### src/rtl/cpu_pkg.sv
// Shared CPU datapath constants and types.
package cpu_pkg;
    localparam int WORD_W = 16;
    typedef logic [WORD_W-1:0] word_t;
endpackage

### src/rtl/shift_left_core.sv
// Pure combinational logical left shifter with shifted-out bits and overflow flag.
module shift_left_core
    import cpu_pkg::*;
#(
    parameter int WIDTH = WORD_W,
    parameter int SHAMT = 1
) (
    input  logic [WIDTH-1:0]                      beforeShift,
    output logic [WIDTH-1:0]                      afterShift,
    output logic [((SHAMT > 0) ? SHAMT : 1)-1:0]  shifted_out,
    output logic                                  overflow
);

    assign afterShift = beforeShift << SHAMT;

    // A zero shift loses nothing and cannot change the sign, so the
    // shifted-out port degenerates to a single constant-zero bit.
    generate
        if (SHAMT == 0) begin : g_no_shift
            assign shifted_out = 1'b0;
            assign overflow    = 1'b0;
        end else begin : g_shift
            assign shifted_out = beforeShift[WIDTH-1 -: SHAMT];
            assign overflow    = (|shifted_out) | (afterShift[WIDTH-1] ^ beforeShift[WIDTH-1]);
        end
    endgenerate

endmodule

### src/rtl/shift_left_unit.sv
// Left-shift unit: combinational result plus a one-cycle registered copy with valid.
module shift_left_unit
    import cpu_pkg::*;
#(
    parameter int WIDTH = WORD_W,
    parameter int SHAMT = 1
) (
    input  logic                                  clk,
    input  logic                                  rst,
    input  logic [WIDTH-1:0]                      beforeShift,
    input  logic                                  in_valid,
    output logic [WIDTH-1:0]                      afterShift,
    output logic [((SHAMT > 0) ? SHAMT : 1)-1:0]  shifted_out,
    output logic                                  overflow,
    output logic [WIDTH-1:0]                      after_q,
    output logic [((SHAMT > 0) ? SHAMT : 1)-1:0]  shifted_out_q,
    output logic                                  overflow_q,
    output logic                                  out_valid
);

    shift_left_core #(
        .WIDTH (WIDTH),
        .SHAMT (SHAMT)
    ) u_core (
        .beforeShift (beforeShift),
        .afterShift  (afterShift),
        .shifted_out (shifted_out),
        .overflow    (overflow)
    );

    // Data registers only load on valid so consumers see the last accepted result.
    always_ff @(posedge clk or posedge rst) begin
        if (rst) begin
            after_q       <= '0;
            shifted_out_q <= '0;
            overflow_q    <= 1'b0;
            out_valid     <= 1'b0;
        end else begin
            out_valid <= in_valid;
            if (in_valid) begin
                after_q       <= afterShift;
                shifted_out_q <= shifted_out;
                overflow_q    <= overflow;
            end
        end
    end

endmodule

### config.mk
export PLATFORM = sky130hd
export DESIGN_NAME = shift_left_unit
export DESIGN_NICKNAME = d
export VERILOG_FILES = /design/src/rtl/cpu_pkg.sv /design/src/rtl/shift_left_core.sv /design/src/rtl/shift_left_unit.sv
export SDC_FILE = /design/constraint.sdc
export NUM_CORES = 1
export LEC_CHECK = 0
export ABC_AREA = 0
export BUFFER_PORTS_ARGS = -buffer_cell sky130_fd_sc_hd__buf_2
export CORE_ASPECT_RATIO = 0.5
export CORE_UTILIZATION = 25
export CTS_BUF_LIST = sky130_fd_sc_hd__clkbuf_8 sky130_fd_sc_hd__clkbuf_16
export DETAILED_ROUTE_END_ITERATION = 10
export PLACE_DENSITY = 0.6
export SLEW_MARGIN = 20
export SYNTH_ARGS = -nofsm -noshare
export SYNTH_HDL_FRONTEND = slang
export SYNTH_HIERARCHICAL = 1
export SYNTH_SLANG_ARGS = --single-unit
export TNS_END_PERCENT = 50
### constraint.sdc
create_clock -name clk -period 1.3 [get_ports clk]
set_input_delay 0.26 -clock clk [delete_from_list [all_inputs] [get_ports clk]]
set_output_delay 0.26 -clock clk [all_outputs]
set_load 0.005 [all_outputs]
Word level (Yosys, flattened, before mapping)
Cells that the tools add are included.

word-level totals
  bits in registers = 18
  bits in latches = 0
  bits in writable memories = 0
  memory bits (read-only) = 0
  output and inout port bits = 37
  memories kept = 0

cells by class
  add/subtract/negate cells = 0
  multipliers = 0
  divide/modulo/power cells = 0
  order comparisons = 0
  eq/ne operators = 0
  shifts and indexed selects = 0
  mux-type cells = 0
  bitwise gates (word level) = 2
  reduce and logical (&&, ||, !) cells = 0

operators with widths
  cell               number
  1-bit bitwise OR   1
  1-bit bitwise XOR  1

Logic depth before layout (Yosys ltp)
Gate-level depths: netlist of run 1.

  word-level depth = 2
  gate-level depth with buffers = 3
  depth with buffers taken out = 2

Hierarchy
Netlist of run 1, hierarchy kept.

by module, submodules not included
  module           times used  cells each  area an instance (µm²)
  shift_left_unit  1           40          750.7
  shift_left_core  1           19          137.6

Worst setup path after synthesis of run 1
OpenSTA, ideal clock, no wires.

  path type = input to register
  from = in in_valid
  to = reg after_q[10]
  data arrival time = 0.803 ns
  path slack = 0.372 ns
  stages on the path = 3
  path buffers = 2
  path through = buf_6 buf_12 mux2_4

RTL lines
  element               RTL line               RTL
  start, declared       shift_left_unit.sv:11  input logic in_valid,
  end signal, assigned  shift_left_unit.sv:41  after_q <= afterShift;
  end, declared         shift_left_unit.sv:15  output logic [WIDTH-1:0] after_q,

No word-level cell between the ends.

Final worst setup path of run 1
  from = reg after_q[14]
  to = out after_q[14]

No word-level cell between the ends.

==> results of run 1 <==
sequential cells by signal, indices dropped and copies added (netlist names):
register,count
after_q,16
out_valid,1
overflow_q,1
shifted_out_q,1
power breakdown:
group          internal, mW  leakage, nW  switching (mW)
sequential            0.649        0.221          0.0269
combinational         0.150        0.349          0.0928
clock                 0.209       0.0269           0.173
worst paths after layout:
| check | endpoint | slack [ns] | cells after the start |
|---|---|---|---|
| max in group asynchronous | after_q[7] | 1.10 | 3 |
| min reg2reg | after_q[0] | 0.50 | 1 |
| max reg2reg | after_q[8] | 0.54 | 1 |
| min | after_q[10] | 0.01 | 3 |
| max | after_q[14] | 0.28 | 1 |
| min in group clk | after_q[2] | 0.25 | 2 |
logic make-up after synthesis:
logic type    Yosys count  synth area share, %
buf+inv                20                18.31
flops                  19                53.52
mux                    18                27.04
simple gates            1               0.7047
other cells             1               0.4221
Yosys cell counts:
master and number:
conb_1 1, mux2_4 10, buf_6 1, mux2_2 8, or2_1 1, inv_1 1, buf_12 1, dfrtp_1 19
buf_4 17
layer usage:
layer	track usage, %	up-vias
met5	0	-
met4	4.000	0
met3	3.358	2
li1	-	256
met2	14.76	4
met1	9.767	272
area by class of cell:
cell class	count	area, um^2
fill	331	2056
sequential	19	475.5
timing repair buffer	56	297.8
multi-input combinational	20	250.2
tap	48	60.06
clock buffer	3	41.29
clock inverter	1	3.754
inverter	1	3.754
stage by stage:
stage	std cells	setup WS [ns]
final	148	0.2792
after CTS	148	0.2681
after detailed placement	144	0.2934
after global placement	144	0.3000
after floorplan	59	0.3718
after global routing	148	0.2383
==> key figures, run 1 <==
Status
  – Run status: finished, final reports clean

Worst setup path
  – CP top delay family: flip-flops
  – Cell breakdown of the critical path: buf_2
  – Crit path from: after_q[14]
  – Slowest cell on crit path: dfrtp_1
  – Reg2reg start: after_q[8]
  – CP required: around 1.0 ns
  – Critical path buffer and inverter count: 1
  – Worst path max stage delay: 0.38 ns
  – CP max FO: 2
  – CP endpoint kind: primary output
  – WS Path Type: register to primary output
  – WP data arrival: 0.76 ns
  – CP Launch Type: register

Synthesis
  – Cell area after synthesis: slightly below 900 um^2
  – Synth area leaders: dfrtp_1, mux2_4, buf_4, mux2_2, buf_12
  – Post-synth top area cell: dfrtp_1
  – Post-synth cell types: 9
  – Post-Syn Nets: 78
  – Mapped Cells: 59
  – Mean post-synth cell area: around 15 um^2
  – Top cell type's share of synthesized area: ~54%
  – Post-synthesis sequential area ratio: between 50 and 60%
  – Syn. warnings: 6
  – Yosys reg bits: 19

Pwr
  – Total power: 1.301 mW
  – Lkg Pwr: roughly 0.6 nW
  – Peak supply drop: 285.2 uV
  – P per Cell Area: 1149 nW/um^2

Die
  – FP Rows: 14
  – Die ar.: about 3800 um^2
  – Initial Util: between 20% and 30%
  – I/O pin cnt: 56
  – Die Y-Extent: around 44 um
  – Die span in x: 86.30 um
  – CORE AREA: between 3000 and 4000 um^2

Detailed routing
  – Drt wl/cell: between 10 and 15 um
  – Remaining antenna violation count: 0
  – Vias: approximately 530
  – Vias per cell: ~3.6
  – DR WL met3: about 40 um
  – Met2 Wirelength: about 860 um
  – Post-route DRC violation count: 0
  – DRT iter0 DRCs: 16
  – DRT met1 WL: around 560 um
  – Drt pass-1 iters: 3
  – Detailed Route WL: roughly 1500 um
  – Top sig layer: met4

Run
  – Max Cap Viol: 0

Clock tree
  – Post-CTS Setup Repair Bufs: 0
  – Clock Latency Late Sink: 0.25 ns
  – Clk sink count: 19
  – Clk root buf: clkbuf_8
  – Clock transition at path regs: roughly 0.060 ns
  – CTS H-tree lvls: 1
  – Clock Tree Buf Depth: 2
  – CTS Hold Bufs: 0
  – CTS buffer count: 3
  – Post-CTS resize count: 0
  – Clock tree from TritonCTS: done

STA
  – RSZ-0062 raised after global routing: no
  – Max Clock Freq: a little under 1000 MHz
  – Tcrit/Tclk final: between 70% and 80%
  – Min Hold Slack: between 0.01 and 0.015 ns
  – Setup TNS: 0 ns
  – Final setup viols: 0
  – Count of pins over their slew limit: 0
  – Final Critical Period: slightly above 1 ns
  – Hold Violations, Final: 0
  – Clk_skew: 0 ns

Place
  – Port Buffer Count: 54
  – Final GP Congestion: approximately 0.65
  – Placed inst area: approximately 1100 um^2
  – Hpwl dp: about 1200 um

Final layout
  – Post-route cell area: around 1100 um^2
  – Final net count: 120
  – Commonest non-fill, non-tap cell in the layout: buf_2
  – Post-Route Utilization: between 30% and 40%
  – Most frequent cells in the layout: buf_2, dfrtp_1, mux2_4
  – Share of cells above drive strength 1: slightly below 80%
  – Area growth, synth to finish: 27.47%
  – Diode count: 0

Global routing
  – Total track usage: 8.614%
  – Vias in the first global route: ~520
  – First-pass GRT wire length: 2435 um
  – Initial antenna violation count: 0
  – Global route overflow: 0
  – Largest net degree at the start of global routing: 20

Worst hold path
  – Worst hold path class: input pin to asynchronous set/reset pin
No activity file was read; power rests on OpenSTA's default activity.
==> run 2, diff against run 1 <==
--- a/config.mk
+++ b/config.mk
@@ -11,7 +11,7 @@
 export CORE_UTILIZATION = 25
 export CTS_BUF_LIST = sky130_fd_sc_hd__clkbuf_8 sky130_fd_sc_hd__clkbuf_16
 export DETAILED_ROUTE_END_ITERATION = 10
-export PLACE_DENSITY = 0.6
+export PLACE_DENSITY = 0.62
 export SLEW_MARGIN = 20
 export SYNTH_ARGS = -nofsm -noshare
 export SYNTH_HDL_FRONTEND = slang
==> constraint.sdc (replaced) <==
create_clock -name clk -period 0.9 [get_ports clk]
set_input_delay 0.18 -clock clk [delete_from_list [all_inputs] [get_ports clk]]
set_output_delay 0.18 -clock clk [all_outputs]
set_load 0.005 [all_outputs]
==> key figures, run 2 (synthesis gave the netlist of run 1 again) <==
Global routing
  – Largest net degree at the start of global routing: 20
  – Global route overflow: 0
  – Total track usage: between 9 and 10%
  – Vias in the first global route: 560
  – Initial antenna violation count: 0
  – First-pass GRT wire length: 2601 um

Final layout
  – Post-route cell area: around 1200 um^2
  – Commonest non-fill, non-tap cell in the layout: buf_2
  – Most frequent cells in the layout: buf_2, dfrtp_1, mux2_4
  – Diode count: 0
  – Layout fillers: between 300 and 400
  – Max reg flops: 16
  – Post-Route Utilization: 37.87%
  – Top reg by flops: after_q
  – Final net count: around 130
  – Area growth, synth to finish: 35.92%
  – Share of cells above drive strength 1: 77.78%

Clock tree
  – Post-CTS resize count: 0
  – Clk root buf: clkbuf_8
  – CTS H-tree lvls: 1
  – Clock Tree Buf Depth: 2
  – Clock transition at path regs: roughly 0.070 ns
  – CTS buffer count: 3
  – Clk sink count: 19
  – Clock tree from TritonCTS: done
  – Clock Latency Late Sink: about 0.25 ns

STA
  – Count of pins over their slew limit: 0
  – Clk_skew: 0 ns
  – Hold Violations, Final: 0
  – RSZ-0062 raised after global routing: yes
  – Final WS setup: -0.04394 ns
  – Tcrit/Tclk final: 104.9%
  – Final Critical Period: between 0.9 and 1 ns
  – Final setup viols: 19
  – Max Clock Freq: 1059 MHz

Detailed routing
  – Drt pass-1 iters: 2
  – DRT iter0 DRCs: 19
  – Remaining antenna violation count: 0
  – Vias: around 560
  – Post-route DRC violation count: 0
  – Detailed Route WL: roughly 1700 um
  – Drt wl/cell: 10.74 um
  – Vias per cell: approximately 3.6

Worst setup path
  – Worst path max stage delay: approximately 0.4 ns
  – Critical path buffer and inverter count: 1
  – WP data arrival: 0.76 ns
  – CP endpoint kind: primary output
  – CP max FO: 2
  – CP Launch Type: register
  – CP required: a little over 0.7 ns
  – CP top delay family: flip-flops
  – Slowest cell on crit path: dfrtp_1
  – Cell breakdown of the critical path: buf_2
  – WS Path Type: register to primary output

Die
  – Die ar.: 3810 um^2
  – I/O pin cnt: 56
  – Die span in x: 86.30 um
  – Initial Util: about 28%
  – CORE AREA: between 3000 and 4000 um^2
  – Die Y-Extent: 44.15 um
  – FP Rows: 14

Pwr
  – Lkg Pwr: about 0.64 nW
  – Total power: 1.938 mW
  – Internal: between 1 and 1.5 mW
  – Clock power share: a little under 30%
  – Flop pwr share: 50.5%
  – Logic gate share of total power: between 20% and 30%
  – Peak supply drop: 501.4 uV
  – Sw Share: a little under a quarter
  – P per Cell Area: between 1500 and 2000 nW/um^2
  – Switching power total: between 0.4 and 0.5 mW

Place
  – Placed inst area: about 1100 um^2
  – Port Buffer Count: 54
  – Final GP Congestion: 0.7370

Run
  – Max Cap Viol: 0

Worst hold path
  – Worst hold path class: input pin to register

Status
  – Run status: complete, but fails checks
  – Failing checks: negative setup slack
-- run 2: cell type report --
cell class	instances	area [um^2]	share of cell area (%)
timing repair buffer	64	372.9	30.88
clock inverter	1	3.754	0.3109
inverter	1	3.754	0.3109
tap	48	60.06	4.974
clock buffer	3	41.29	3.420
sequential	19	475.5	39.38
multi-input combinational	20	250.2	20.73
-- run 2: final timing paths --
kind                                 from     endpoint  slack [ns]  depth (start not counted)
max in group asynchronous             rst  after_q[10]        0.22                          4
max                           after_q[10]  after_q[10]       -0.04                          1
max reg2reg                    after_q[6]   after_q[6]        0.02                          2
min in group asynchronous             rst   after_q[4]        0.49                          4
min                        beforeShift[1]   after_q[2]        0.17                          2
min reg2reg                   after_q[15]  after_q[15]        0.50                          1
-- run 2: worst register-to-register path: stages (launching register included) --
cell	delay, ns
dfrtp_1	0.38
buf_4	0.13
mux2_4	0.26
-- run 2: through the flow --
step	TNS [ns]	std cells	hold WS (ns)	setup slack, ns
2_1_floorplan	0	59	0.1311	0.05177
3_3_place_gp	-0.08363	147	0.2121	-0.01642
3_5_place_dp	-0.1610	147	0.2136	-0.02464
4_1_cts	-0.8154	155	0.1668	-0.05758
5_1_grt	-1.240	156	0.1696	-0.08522
6_report	-0.6375	156	0.1707	-0.04394
-- run 2: repair_timing --
item                       4_1_cts  5_1_grt
setup buffers                    3        1
hold buffers                     1        0
hold endpoints to repair        19        0
gates cloned                     0        0
setup endpoints to repair       19       19
-- run 2: power groups by stage --
stage	Clock, mW	Combinational (mW)	Sequential (mW)
6_report	0.560	0.398	0.979
5_1_grt	0.621	0.435	0.987
4_1_cts	0.582	0.400	0.979
3_5_place_dp	0	0.375	0.996
3_3_place_gp	0	0.373	0.994
2_1_floorplan	0	0.223	1.00
-- run 2: layer usage --
layer / global-route usage [%] / routed length [um] / vias up
met2: 16.19 / 943 / 5
li1: - / - / 273
met4: 5.000 / 27 / 0
met3: 2.799 / 34 / 2
met5: 0 / 0 / -
met1: 10.21 / 671 / 278
==> run 3, diff against run 2 <==
--- a/config.mk
+++ b/config.mk
@@ -9,7 +9,6 @@
 export BUFFER_PORTS_ARGS = -buffer_cell sky130_fd_sc_hd__buf_2
 export CORE_ASPECT_RATIO = 0.5
 export CORE_UTILIZATION = 25
-export CTS_BUF_LIST = sky130_fd_sc_hd__clkbuf_8 sky130_fd_sc_hd__clkbuf_16
 export DETAILED_ROUTE_END_ITERATION = 10
 export PLACE_DENSITY = 0.62
 export SLEW_MARGIN = 20
@@ -17,4 +16,3 @@
 export SYNTH_HDL_FRONTEND = slang
 export SYNTH_HIERARCHICAL = 1
 export SYNTH_SLANG_ARGS = --single-unit
-export TNS_END_PERCENT = 50
==> key figures, run 3 (synthesis gave the netlist of run 1 again) <==
Place
  – Pre-CTS setup slack: -0.02464 ns
  – Placed inst area: between 1000 and 1500 um^2
  – Port Buffer Count: between 50 and 60
  – Final GP Congestion: 0.7370

Clock tree
  – Post-CTS resize count: 0
  – Clock transition at path regs: 0.07 ns
  – Clk root buf: clkbuf_8
  – Clock Latency Late Sink: 0.25 ns
  – CTS H-tree lvls: 1
  – CTS buffer count: 3
  – Clock tree from TritonCTS: done
  – Clock Tree Buf Depth: 2
  – Clk sink count: 19

Worst setup path
  – Worst R2R Path Depth: 2
  – CP required: 0.72 ns
  – Critical path buffer and inverter count: 1
  – FF-to-FF End: after_q[6]
  – Cell breakdown of the critical path: buf_2
  – Register-to-register path setup slack: approximately 0.020 ns
  – Worst path max stage delay: around 0.39 ns
  – Reg2reg start: after_q[6]
  – WP data arrival: 0.76 ns
  – CP endpoint kind: primary output
  – CP Launch Type: register
  – CP max FO: 2
  – Slowest cell on crit path: dfrtp_1
  – WS Path Type: register to primary output
  – CP top delay family: flip-flops

STA
  – Tcrit/Tclk final: 104.9%
  – Count of pins over their slew limit: 0
  – Clk_skew: 0 ns
  – Min Hold Slack: between 0.15 and 0.2 ns
  – Final WS setup: -0.04428 ns
  – Final setup viols: 19
  – RSZ-0062 raised after global routing: yes
  – Hold Violations, Final: 0
  – Max Clock Freq: between 1000 and 1500 MHz
  – Final Critical Period: between 0.9 and 1 ns

Die
  – Initial Util: around 28%
  – Die span in x: approximately 86 um
  – Die ar.: between 3000 and 4000 um^2
  – Die Y-Extent: ~44 um
  – I/O pin cnt: 56
  – FP Rows: 14
  – CORE AREA: 3188 um^2

Status
  – Run status: complete, but fails checks
  – Failing checks: negative setup slack

Final layout
  – Area growth, synth to finish: 38.45%
  – Diode count: 0
  – Commonest non-fill, non-tap cell in the layout: buf_2
  – Share of cells above drive strength 1: between 70% and 80%
  – Top reg by flops: after_q
  – Final net count: ~130
  – Layout fillers: ~330
  – Post-Route Utilization: around two fifths
  – Most frequent cells in the layout: buf_2, dfrtp_1, mux2_4, buf_4, mux2_2
  – Max reg flops: 16
  – Post-route cell area: 1230 um^2

Pwr
  – P per Cell Area: 1601 nW/um^2
  – Clock power share: between 20% and 30%
  – Peak supply drop: roughly 500 uV
  – Sw Share: between 20% and 30%
  – Logic gate share of total power: between 20% and 30%
  – Total power: 1.969 mW
  – Internal: around 1.5 mW
  – Switching power total: 0.4480 mW
  – Flop pwr share: between 40% and 50%
  – Lkg Pwr: ~0.65 nW

Detailed routing
  – Detailed Route WL: 1713 um
  – Vias per cell: ~3.6
  – Drt pass-1 iters: 2
  – Drt wl/cell: ~11 um
  – Vias: between 500 and 600
  – Remaining antenna violation count: 0
  – DRT iter0 DRCs: 19
  – Post-route DRC violation count: 0

Run
  – Max Cap Viol: 0

Global routing
  – Largest net degree at the start of global routing: 20
  – Total track usage: approximately a tenth
  – Initial antenna violation count: 0
  – Vias in the first global route: 575
  – First-pass GRT wire length: between 2000 and 3000 um
  – Global route overflow: 0

Worst hold path
  – Hold Path Cell Cnt: 2
  – Worst hold path class: input pin to register
  – Worst hold endpoint: after_q[2]
  – Hold path startpoint: beforeShift[1]
run 3: cell count changes in the layout (fill, tap and decap cells not counted):
cell      change
buf_4         +3
clkbuf_1      +1
inv_1         -1
run 3: final cells by class:
cell class	count	area (um^2)	area share, %
Clock buffer	4	45.04	3.662
Multi-Input combinational cell	20	250.2	20.35
Inverter	1	3.754	0.3052
Sequential cell	19	475.5	38.66
Tap cell	48	60.06	4.883
Timing Repair Buffer	67	395.4	32.15
run 3: how the worst max path moves through the flow:
stage | cells past startpoint | end | from | slack [ns]
5_1_grt | 1 | shifted_out_q | shifted_out_q | -0.09
3_5_place_dp | 3 | after_q[0] | in_valid | -0.02
3_3_place_gp | 3 | after_q[15] | in_valid | -0.02
6_report | 1 | after_q[10] | after_q[10] | -0.04
4_1_cts | 1 | after_q[8] | after_q[8] | -0.06
2_1_floorplan | 3 | after_q[10] | in_valid | 0.05
run 3: metal layers:
| layer | up-vias | routed length, um | track usage, % |
|---|---|---|---|
| met4 | 0 | 27 | 5.000 |
| met3 | 2 | 34 | 2.799 |
| li1 | 280 | - | - |
| met1 | 287 | 683 | 10.32 |
| met5 | - | 0 | 0 |
| met2 | 5 | 969 | 16.67 |
run 3: per-stage QoR:
stage / instances / setup TNS [ns]
6_report: 159 / -0.6347
5_1_grt: 159 / -1.233
4_1_cts: 158 / -0.7904
3_5_place_dp: 147 / -0.1610
3_3_place_gp: 147 / -0.08363
2_1_floorplan: 59 / 0
run 3: timing repair:
action,CTS,global route
cloned,0,0
setup endpoints to repair,19,19
hold buffers,1,0
pin swaps,0,0
endpoints found under the hold margin,19,0
buffers inserted,6,1
run 3: power by group through the flow:
| stage | Sequential, mW | Clock (mW) | Combinational (mW) |
|---|---|---|---|
| 6_report | 0.979 | 0.571 | 0.419 |
| 3_5_place_dp | 0.996 | 0 | 0.375 |
| 4_1_cts | 0.978 | 0.593 | 0.420 |
| 3_3_place_gp | 0.994 | 0 | 0.373 |
| 5_1_grt | 0.987 | 0.631 | 0.456 |
| 2_1_floorplan | 1.00 | 0 | 0.223 |
